--- src/rtl/mult_pkg.sv ---
// rtl/mult_pkg.sv - shared types and defaults for the shift-add multiplier controller
package mult_pkg;

    typedef enum logic [2:0] {
        IDLE  = 3'd0,
        CLEAR = 3'd1,
        ADD   = 3'd2,
        SHIFT = 3'd3,
        DONE  = 3'd4
    } ctrl_state_t;

    localparam int N_BITS_DEF = 8;

endpackage

--- src/rtl/multiplier_control_if.sv ---
// rtl/multiplier_control_if.sv - request/strobe bundle between controller and datapath
interface multiplier_control_if;

    logic Run;
    logic ClearA_LoadB;
    logic M;
    logic Clear_En;
    logic Load;
    logic Add_En;
    logic Sub_En;
    logic Shift_En;
    logic Busy;
    logic Done;

    // Requester/datapath side: drives requests and M, observes strobes
    modport master (
        output Run, ClearA_LoadB, M,
        input  Clear_En, Load, Add_En, Sub_En, Shift_En, Busy, Done
    );

    // Controller side
    modport slave (
        input  Run, ClearA_LoadB, M,
        output Clear_En, Load, Add_En, Sub_En, Shift_En, Busy, Done
    );

endinterface

--- src/rtl/multiplier_control_iter_counter.sv ---
// rtl/multiplier_control_iter_counter.sv - iteration counter with terminal-count flag
module iter_counter #(
    parameter int N_BITS = 8
) (
    input  logic clk_i,
    input  logic rst_i,
    input  logic clr_i,
    input  logic inc_i,
    output logic tc_o
);

    localparam int CW = (N_BITS > 1) ? $clog2(N_BITS) : 1;
    localparam logic [CW-1:0] LAST = CW'(N_BITS - 1);

    logic [CW-1:0] count_q;

    // Clear wins over increment; the controller never increments past LAST
    always_ff @(posedge clk_i) begin
        if (rst_i || clr_i) begin
            count_q <= '0;
        end else if (inc_i) begin
            count_q <= count_q + 1'b1;
        end
    end

    assign tc_o = (count_q == LAST);

endmodule

--- src/rtl/multiplier_control.sv ---
// rtl/multiplier_control.sv - control FSM driving the shift-add multiplier datapath strobes
module multiplier_control
    import mult_pkg::*;
#(
    parameter int N_BITS = N_BITS_DEF
) (
    input  logic                 Clk,
    input  logic                 Reset,
    multiplier_control_if.slave  bus
);

    ctrl_state_t state_q, state_d;
    logic        cnt_clr;
    logic        cnt_inc;
    logic        cnt_tc;

    iter_counter #(.N_BITS(N_BITS)) u_iter_counter (
        .clk_i (Clk),
        .rst_i (Reset),
        .clr_i (cnt_clr),
        .inc_i (cnt_inc),
        .tc_o  (cnt_tc)
    );

    // State register
    always_ff @(posedge Clk) begin
        if (Reset) begin
            state_q <= IDLE;
        end else begin
            state_q <= state_d;
        end
    end

    // Next-state and strobe decode; Reset forces every output low in its own cycle
    always_comb begin
        state_d      = state_q;
        cnt_clr      = 1'b0;
        cnt_inc      = 1'b0;
        bus.Clear_En = 1'b0;
        bus.Load     = 1'b0;
        bus.Add_En   = 1'b0;
        bus.Sub_En   = 1'b0;
        bus.Shift_En = 1'b0;
        bus.Busy     = 1'b0;
        bus.Done     = 1'b0;
        if (!Reset) begin
            case (state_q)
                IDLE: begin
                    // Run takes priority so a start never coincides with a load
                    if (bus.Run) begin
                        state_d = CLEAR;
                    end else if (bus.ClearA_LoadB) begin
                        bus.Load     = 1'b1;
                        bus.Clear_En = 1'b1;
                    end
                end
                CLEAR: begin
                    bus.Clear_En = 1'b1;
                    bus.Busy     = 1'b1;
                    cnt_clr      = 1'b1;
                    state_d      = ADD;
                end
                ADD: begin
                    bus.Busy = 1'b1;
                    // Last iteration weighs the sign bit, hence subtract
                    bus.Add_En = bus.M && !cnt_tc;
                    bus.Sub_En = bus.M && cnt_tc;
                    state_d    = SHIFT;
                end
                SHIFT: begin
                    bus.Busy     = 1'b1;
                    bus.Shift_En = 1'b1;
                    if (cnt_tc) begin
                        cnt_clr = 1'b1;
                        state_d = DONE;
                    end else begin
                        cnt_inc = 1'b1;
                        state_d = ADD;
                    end
                end
                DONE: begin
                    bus.Done = 1'b1;
                    if (!bus.Run) begin
                        state_d = IDLE;
                    end
                end
                default: begin
                    state_d = IDLE;
                end
            endcase
        end
    end

endmodule

--- src/flat_wrapper.sv ---
// flat-port wrapper written by rule: the top's interface ports become plain ports
module multiplier_control_flat import mult_pkg::*;
#(
    parameter int N_BITS = N_BITS_DEF
)
  (Clk, Reset, bus_Run, bus_ClearA_LoadB, bus_M, bus_Clear_En, bus_Load, bus_Add_En, bus_Sub_En, bus_Shift_En, bus_Busy, bus_Done);
  multiplier_control_if bus_i ();
  input  logic Clk;
  input  logic Reset;
  input wire logic [$bits(bus_i.Run)-1:0] bus_Run;
  input wire logic [$bits(bus_i.ClearA_LoadB)-1:0] bus_ClearA_LoadB;
  input wire logic [$bits(bus_i.M)-1:0] bus_M;
  output wire logic [$bits(bus_i.Clear_En)-1:0] bus_Clear_En;
  output wire logic [$bits(bus_i.Load)-1:0] bus_Load;
  output wire logic [$bits(bus_i.Add_En)-1:0] bus_Add_En;
  output wire logic [$bits(bus_i.Sub_En)-1:0] bus_Sub_En;
  output wire logic [$bits(bus_i.Shift_En)-1:0] bus_Shift_En;
  output wire logic [$bits(bus_i.Busy)-1:0] bus_Busy;
  output wire logic [$bits(bus_i.Done)-1:0] bus_Done;
  assign bus_i.Run = bus_Run;
  assign bus_i.ClearA_LoadB = bus_ClearA_LoadB;
  assign bus_i.M = bus_M;
  assign bus_Clear_En = bus_i.Clear_En;
  assign bus_Load = bus_i.Load;
  assign bus_Add_En = bus_i.Add_En;
  assign bus_Sub_En = bus_i.Sub_En;
  assign bus_Shift_En = bus_i.Shift_En;
  assign bus_Busy = bus_i.Busy;
  assign bus_Done = bus_i.Done;
  multiplier_control #(.N_BITS(N_BITS)) u_core (.Clk(Clk), .Reset(Reset), .bus(bus_i));
endmodule
--- config.mk ---
export PLATFORM = sky130hd
export DESIGN_NAME = multiplier_control_flat
export DESIGN_NICKNAME = d
export VERILOG_FILES = /design/src/rtl/mult_pkg.sv /design/src/rtl/multiplier_control_if.sv /design/src/rtl/multiplier_control_iter_counter.sv /design/src/rtl/multiplier_control.sv /design/src/flat_wrapper.sv
export SDC_FILE = /design/constraint.sdc
export NUM_CORES = 1
export LEC_CHECK = 0
export ABC_CLOCK_PERIOD_IN_PS = 2410
export BUFFER_PORTS_ARGS = -buffer_cell sky130_fd_sc_hd__buf_2
export CAP_MARGIN = 25
export CORE_AREA = 2 2 39 41
export DETAILED_ROUTE_END_ITERATION = 12
export DIE_AREA = 0 0 41 43
export HOLD_SLACK_MARGIN = 0.08
export PLACE_DENSITY_LB_ADDON = 0.12
export SYNTH_ARGS = -nofsm -noshare
export SYNTH_HDL_FRONTEND = slang
export SYNTH_SLANG_ARGS = --single-unit
--- constraint.sdc ---
create_clock -name Clk -period 2.41 [get_ports Clk]
set_input_delay 0.482 -clock Clk [delete_from_list [all_inputs] [get_ports Clk]]
set_output_delay 0.482 -clock Clk [all_outputs]
set_load 0.05 [all_outputs]
* Word-level counts from Yosys, hierarchy flattened
Cells that the tools add are included.
** Storage, ports and cells
- Register bits :: 6
- Bits of input ports :: 5
- Output and inout bits :: 7
- Logic and storage cells :: 43
** Cells by class
- Add/sub/neg operators :: 1
- Equality and inequality tests :: 7
- Multiplexer cells :: 26
- Reduce and logical (&&, ||, !) cells :: 7
** Operators with widths (count)
- $mux 1 :: 20
- $pmux 3 s5 :: 1
- $mux 3 :: 3
- $eq 3x2->1 const B :: 2
- $eq 3x3->1 const B :: 2
- $ne 2x2->1 const B :: 2
- $pmux 1 s2 :: 2
- $add 3x1->3 const B :: 1
- $eq 3x1->1 const B :: 1
- $logic_not 3->1 :: 1
- $reduce_or 3->1 :: 1
- $logic_and 1x1->1 :: 2
- $reduce_and 2->1 :: 1
- $logic_not 1->1 :: 1
- $logic_or 1x1->1 :: 1

* Longest topological paths before layout
Gate-level depths: netlist of run 1.
- Word-level depth :: 5
- Depth in mapped cells :: 5
- Mapped depth without buffers :: 5

* Hierarchy
A second synthesis of run 1 with hierarchy kept.
** Unflattened totals
- Cells, all modules :: 40
- Area total of the unflattened synthesis :: 404.1 sq um
** Modules (own cells, without submodules)
- multiplier_control :: times used 1, cells each 29, area an instance 270.3 sq um, sequential area each 60.1 sq um
- iter_counter :: times used 1, cells each 11, area an instance 133.9 sq um, sequential area each 60.1 sq um

* Worst setup path before layout of run 1
Ideal clock, no wire load.
- Path kind :: input to output
- From :: in Reset
- To :: out bus_Clear_En
- Arrival time :: 2.092 ns
- Data required time :: 1.928 ns
- Path slack :: -0.164 ns
- Stages :: 2
- Buffers on the path :: 1
- Cell sequence :: buf_6 > nor4_1
** On the way
- Word-level cells in the longest chain between the ends :: 1
** RTL lines
- start, declared :: line flat_wrapper.sv:9 : input logic Reset;
- $mux 1 :: line multiplier_control.sv:46 : if (!Reset) begin
- end, declared :: line flat_wrapper.sv:13 : output wire logic [$bits(bus_i.Clear_En)-1:0] bus_Clear_En;
Every way passes these cells.

* Worst setup path in the final report of run 1
- From :: reg u_core.u_iter_counter.count_q[0]
- To :: out bus_Add_En
** On the way
- Word-level cells in the longest chain between the ends :: 5
** RTL lines
- start, declared :: line multiplier_control_iter_counter.sv:15 : logic [CW-1:0] count_q;
- start signal, assigned :: line multiplier_control_iter_counter.sv:22 : count_q <= count_q + 1'b1;
- $eq 3x3->1 :: line multiplier_control_iter_counter.sv:26 : assign tc_o = (count_q == LAST);
- $logic_not 1->1 :: line multiplier_control.sv:66 : bus.Add_En = bus.M && !cnt_tc;
- $logic_and 1x1->1 :: line multiplier_control.sv:66
- $mux 1 :: line multiplier_control.sv:47 : case (state_q)
- $mux 1 :: line multiplier_control.sv:46
- end, declared :: line flat_wrapper.sv:15 : output wire logic [$bits(bus_i.Add_En)-1:0] bus_Add_En;
Every way passes these cells.

==> results of run 1 <==
==> routing by layer <==
layer / vias to the layer above / GRT usage / wire, um
met1: 142 / 0.1323 / 371
met4: 0 / 0.08000 / 12
met3: 2 / 0.03141 / 48
met5: - / 0 / 0
met2: 11 / 0.1469 / 332
li1: 184 / - / -
==> power by group <==
part	leakage, nW	internal [mW]	switching (mW)
Combinational	0.143	0.0130	0.0269
Clock	0.0138	0.0563	0.0360
Sequential	0.0488	0.103	0.00805
==> layout by cell type (no fill, tap or decap) <==
cell,synthesis,layout
and2_1,1,1
nor4_2,0,2
inv_1,5,5
nand2b_1,1,1
o21a_1,1,1
nor2_1,4,4
or3_1,1,1
nand3_1,5,5
and4_1,1,1
dfxtp_1,6,6
a31o_2,1,1
nand4_1,1,1
a21oi_1,5,5
nor3_1,2,2
clkbuf_4,0,3
o21ai_0,3,3
nand4bb_4,1,1
ha_1,3,3
buf_2,1,11
==> logic make-up after synthesis <==
group | after synthesis | share of synthesized area
flip-flops | 6 | 0.3179
buffers and inverters | 8 | 0.1059
AO/OA/AOI/OAI | 10 | 0.1490
adder cells (fa/ha/maj) | 3 | 0.09935
AND/OR/NAND/NOR | 19 | 0.3278
==> critical path: stages (launching register included) <==
cell and delay (ns):
dfxtp_1 0.31, ha_1 0.22, ha_1 0.27, nor2_1 0.13
buf_2 0.27
==> area by class of cell <==
| class | count | share of cell area |
|---|---|---|
| multi-input cells | 32 | 0.4933 |
| repair buffers | 11 | 0.1180 |
| well taps | 16 | 0.04290 |
| clock buffers | 3 | 0.04826 |
| flip-flops and latches | 6 | 0.2574 |
| inverters | 5 | 0.04021 |
==> cells in the mapped netlist <==
| library cell | count |
|---|---|
| nand3_1 | 5 |
| buf_6 | 1 |
| inv_1 | 5 |
| dfxtp_1 | 6 |
| nand4_1 | 1 |
| and2_1 | 1 |
| a31o_2 | 1 |
| clkbuf_2 | 1 |
| nand2b_1 | 1 |
| nor2_1 | 4 |
| ha_1 | 3 |
| a21oi_1 | 5 |
| nand4bb_4 | 1 |
| nor4_1 | 2 |
| nor3_1 | 2 |
| buf_2 | 1 |
| o21a_1 | 1 |
| and4_1 | 1 |
| o21ai_0 | 3 |
| or3_1 | 1 |
==> through the flow <==
stage | setup WS, ns | instance area, um2 | utilization | instances | hold slack, ns
after floorplan | 0.2203 | 390.4 | - | 46 | 0.4542
after global placement | 0.6201 | 444.2 | 0.3210 | 70 | 0.4733
after detailed placement | 0.5930 | 444.2 | 0.3210 | 70 | 0.4771
after CTS | 0.4688 | 466.7 | 0.3373 | 73 | 0.4700
after global routing | 0.4063 | 466.7 | 0.3373 | 73 | 0.4929
final | 0.4848 | 466.7 | 0.3373 | 73 | 0.4753
==> path summary, 6_finish.rpt <==
| kind | start | endpoint | slack, ns |
|---|---|---|---|
| max reg2reg | u_core.u_iter_counter.count_q[0] | u_core.u_iter_counter.count_q[0] | 1.03 |
| min reg2reg | u_core.u_iter_counter.count_q[1] | u_core.u_iter_counter.count_q[1] | 0.48 |
| min | bus_Run | u_core.state_q[0] | 0.48 |
| max | u_core.u_iter_counter.count_q[0] | bus_Add_En | 0.48 |
==> sequential cells by signal, summed over array words and instances (netlist names) <==
| register | count |
|---|---|
| u_core.u_iter_counter.count_q | 3 |
| u_core.state_q | 3 |
==> key figures, run 1 <==
Status
  – Status: complete, no violations

Detailed routing
  – Final wirelength: between 700 and 800 um
  – DR vias: 339
  – WL per Instance: 10.48 um
  – Iteration count of the initial detailed-routing pass: 3
  – Post-DR vias/cell: about 4.6
  – Detailed Route Iter0 Violations: 3
  – Post-route ant nets: 0
  – DRC Markers: 0

Clocking
  – Worst skew pair latency: 0.24 ns
  – # Post-CTS Setup Buffers: 0
  – CTS tree: yes
  – CTS Buffer Depth: 2
  – H-tree Lvls: 1
  – Post-CTS Hold Buffers: 0
  – Reg clk slew, reported paths: ~0.040 ns
  – Cts bufs inserted: 3
  – CTS Root Cell: clkbuf_4
  – Clock sink count: 6
  – CTS resizes: 0

Yosys
  – Mapped Area: 377.9 um2
  – Synth Register Bits: 6
  – Yosys warning total: 0
  – Avg Synthesized Cell Area: 8.214 um2
  – Cell count after synthesis: 46
  – Sequential-to-total area share from yosys stat: 0.3179
  – Cell taking the most area after synthesis: dfxtp_1
  – Top cells by area, synth: dfxtp_1 32%, ha_1 9.9%, nand4bb_4 7.3%
  – Post-synth cell types: 20
  – Net count after synthesis: 54
  – Top cell type's share of synthesized area: 0.3179

Min path
  – Hold path cells: 2
  – Worst hold path class: input pin to register

Worst setup path
  – Setup crit start kind: register
  – Worst Reg2Reg Path Length in Cells: 4
  – Crit-path max FO: 7
  – Kind of end point of the critical path: primary output
  – Critical path data arrival time: ~1.4 ns
  – Worst setup path class: register to primary output
  – WP data required: 1.93 ns

Cells and area
  – Share of cells above drive strength 1: 0.3158
  – Footprint of the multi-input gates: ~230 um2
  – Final #Nets: 67
  – Ant diodes: 0
  – Layout fillers: 163
  – Seq. cell area: approximately 120 um2
  – Area Growth Syn to Fin: 23.51%

Placed design
  – Dpl hpwl: around 590 um
  – PortBufs: 11
  – RD Place Congestion: between 0.5 and 0.6

Timing
  – Tmin final: around 1.9 ns
  – RSZ-0062 raised after global routing: no
  – Clock Skew: 0.00009406 ns
  – Worst Tran Pin Value: 0.3779 ns
  – Final setup vio count: 0
  – Final Max Tran Viols: 0
  – Setup TNS: 0 ns
  – Fin. Hold Viols: 0
  – Relative slew slack: 0.7478
  – Fmax: 519.4 MHz
  – Period utilization: 0.7988

Die
  – Die X: 41 um
  – Die area: 1763 um2
  – Die height: approximately 43 um
  – Placeable Area: between 1000 and 1500 um2
  – Starting Density: 0.2731
  – FP Rows: 14
  – I/O Pins: 12

Flow run
  – Max-cap violations: 0

Global routing
  – Largest net degree at the start of global routing: 10
  – Total track usage: 0.1065
  – First-pass GRT wire length: between 1000 and 1500 um
  – Vias in the first global route: 292
  – Total gr overflow: 0
  – Initial antenna violation count: 0

Power
  – Highest ir drop seen on vdd: 0.2224 mV
  – Lkg Pwr: 0.2058 nW
  – Cell Pwr Density: between 500 and 600 nW/um2
  – Total Power: ~0.24 mW
Note: power is estimated with default switching activity, not from simulation.
==> inputs of run 2 (changes only) <==
--- a/config.mk
+++ b/config.mk
@@ -5,7 +5,7 @@
 export SDC_FILE = /design/constraint.sdc
 export NUM_CORES = 1
 export LEC_CHECK = 0
-export ABC_CLOCK_PERIOD_IN_PS = 2410
+export ABC_CLOCK_PERIOD_IN_PS = 2000
 export BUFFER_PORTS_ARGS = -buffer_cell sky130_fd_sc_hd__buf_2
 export CAP_MARGIN = 25
 export CORE_AREA = 2 2 39 41
==> constraint.sdc (replaced) <==
create_clock -name Clk -period 2 [get_ports Clk]
set_input_delay 0.4 -clock Clk [delete_from_list [all_inputs] [get_ports Clk]]
set_output_delay 0.4 -clock Clk [all_outputs]
set_load 0.05 [all_outputs]
==> key figures, run 2 (synthesized netlist as in run 1, its figures left out) <==
Status
  – Status: complete, no violations

Power
  – Power Internal: 0.2075 mW (+21%)
  – Total Power: 0.2908 mW (+20%)
  – Sw frac: 0.2866 (-0.005399)
  – Cell Pwr Density: 616.5 nW/um2 (+18%)
  – Lkg Pwr: 0.2078 nW (+1.0%)
  – Seq pwr share: 0.459 (+0.003)
  – Clock share of power: 0.373 (-0.007)
  – Logic pwr share: 0.168 (+0.003)
  – Highest ir drop seen on vdd: 0.2627 mV (+18%)
  – Switching pwr: 0.08334 mW (+17%)

Min path
  – Hold Crit Endpoint: u_core.state_q[0]
  – Hold path cells: 2 (unchanged)
  – Worst hold path class: input pin to register
  – Hold path start: bus_Run

Global routing
  – Total track usage: 0.1045 (-0.002010)
  – Total gr overflow: 0 (unchanged)
  – Largest net degree at the start of global routing: 10 (unchanged)
  – First-pass GRT wire length: 1207 um (-2.3%)
  – Initial antenna violation count: 0 (unchanged)
  – Vias in the first global route: 297 (+1.7%)

Worst setup path
  – Reg2reg setup slack: 0.64 ns (-0.39 ns)
  – R2r endpoint: u_core.u_iter_counter.count_q[0]
  – Worst setup path class: register to primary output
  – RR Startpoint: u_core.u_iter_counter.count_q[0]
  – Setup crit start kind: register
  – Cell family with most CP delay: simple AND/OR/NAND/NOR gates
  – Worst path buffer plus inverter count: 1 (unchanged)
  – Crit-path max FO: 8 (+1)
  – Worst Reg2Reg Path Length in Cells: 4 (unchanged)
  – Kind of end point of the critical path: primary output
  – WP data required: 1.60 ns (-0.33 ns)
  – Slowest stage cell, crit path: dfxtp_1
  – Worst path max stage delay: 0.40 ns (+0.09 ns)
  – Critical path data arrival time: 1.42 ns (-0.02 ns)
  – CP Depth: 4 (unchanged)
  – Worst-path cell chain: nor3_1 > nand3_1 > nor2_1 > buf_2

Cells and area
  – Fin util: 0.3409 (+0.003617)
  – Biggest registers after layout: u_core.state_q (3), u_core.u_iter_counter.count_q (3)
  – Final #Nets: 67 (unchanged)
  – Layout fillers: 150 (-8.0%)
  – Footprint of the multi-input gates: 235.2 um2 (+2.2%)
  – Commonest non-fill, non-tap cell in the layout: buf_2
  – Share of cells above drive strength 1: 0.3333 (+0.01754)
  – Most frequent cells in the layout: 11 x buf_2, 6 x dfxtp_1, 5 x inv_1, 5 x nand3_1, 5 x a21oi_1
  – Area Growth Syn to Fin: 24.83%
  – Non-Filler Instances: 73 (unchanged)
  – Seq. cell area: 120.1 um2 (unchanged)
  – Fin area: 471.7 um2 (+1.1%)
  – Ant diodes: 0 (unchanged)

Timing
  – Fmax: roughly 550 MHz
  – Final Max Tran Viols: 0 (unchanged)
  – Final setup vio count: 0 (unchanged)
  – Relative slew slack: 0.7418 (-0.005967)
  – Setup TNS: 0 ns (unchanged)
  – Tmin final: 1.821 ns
  – Period utilization: 0.9105
  – Worst Tran Pin Value: 0.3868 ns (+0.008939 ns)
  – RSZ-0062 raised after global routing: no
  – Fin. Hold Viols: 0 (unchanged)
  – Clock Skew: 0.0004220 ns (+0.0003279 ns)

Detailed routing
  – Detailed Route Iter0 Violations: 4 (+1)
  – Iteration count of the initial detailed-routing pass: 3 (unchanged)
  – Post-route ant nets: 0 (unchanged)
  – Final wirelength: 756 um (-1.2%)
  – DRC Markers: 0 (unchanged)
  – WL per Instance: 10.36 um (-1.2%)
  – DR vias: 346 (+2.1%)
  – Post-DR vias/cell: 4.740 (+2.1%)

Die
  – Die height: 43 um (unchanged)
  – Starting Density: 0.2731 (unchanged)
  – Die area: 1763 um2 (unchanged)
  – I/O Pins: 12 (unchanged)
  – Die X: 41 um (unchanged)
  – FP Rows: 14 (unchanged)
  – Placeable Area: 1384 um2 (unchanged)

Clocking
  – CTS Buffer Depth: 2 (unchanged)
  – H-tree Lvls: 1 (unchanged)
  – Worst skew pair latency: 0.24 ns (about the same)
  – Reg clk slew, reported paths: 0.04 ns (about the same)
  – Post-CTS Hold Buffers: 0 (unchanged)
  – Cts bufs inserted: 3 (unchanged)
  – # Post-CTS Setup Buffers: 0 (unchanged)
  – CTS resizes: 0 (unchanged)
  – CTS tree: yes
  – Clock sink count: 6 (unchanged)
  – CTS Root Cell: clkbuf_4

Placed design
  – PortBufs: 11 (unchanged)
  – RD Place Congestion: 0.6107 (+10%)
  – Placed cell area: 449.2 um2 (+1.1%)
  – Placed instance count: 70 (unchanged)
  – Dpl hpwl: 601.7 um (+1.3%)

Flow run
  – Max-cap violations: 0 (unchanged)
-- run 2: layout make-up --
type | instances | area share
multi-input combinational | 32 | 0.4987
clock buffer | 3 | 0.04775
timing repair buffer | 11 | 0.1167
inverter | 5 | 0.03979
sequential | 6 | 0.2546
tap | 16 | 0.04244
-- run 2: worst reg2reg max path, cell delays in order, from the launching register on --
cell	delay (ns)
dfxtp_1	0.31
ha_1	0.22
ha_1	0.27
or3_1	0.37
a21oi_1	0.13
-- run 2: how the worst max path moves through the flow --
stage / from / end / slack, ns
floorplan: Reset / bus_Add_En / 0.14
global placement: Reset / bus_Add_En / 0.35
detailed placement: Reset / bus_Sub_En / 0.33
CTS: u_core.state_q[0] / bus_Sub_En / 0.16
global route: u_core.state_q[0] / bus_Add_En / 0.06
finish: u_core.state_q[0] / bus_Sub_En / 0.18
-- run 2: metal layers --
metal	vias to the layer above	wire length (um)	global-route usage
met4	0	22	0.08000
li1	185	-	-
met3	4	50	0.03141
met5	-	0	0
met2	11	314	0.1438
met1	146	369	0.1290
-- run 2: metrics by stage --
step / worst slack, ns / hold slack [ns]
2_1_floorplan: 0.1370 / 0.4542
3_3_place_gp: 0.3457 / 0.4720
3_5_place_dp: 0.3308 / 0.4721
4_1_cts: 0.1596 / 0.4064
5_1_grt: 0.05746 / 0.4310
6_report: 0.1790 / 0.4070
-- run 2: power by group through the flow --
| stage | logic, mW | clock network (mW) | registers, mW |
|---|---|---|---|
| 5_1_grt | 0.0534 | 0.121 | 0.135 |
| 3_3_place_gp | 0.0500 | 0 | 0.137 |
| 3_5_place_dp | 0.0495 | 0 | 0.136 |
| 6_report | 0.0489 | 0.108 | 0.134 |
| 4_1_cts | 0.0496 | 0.116 | 0.134 |
| 2_1_floorplan | 0.0493 | 0 | 0.126 |
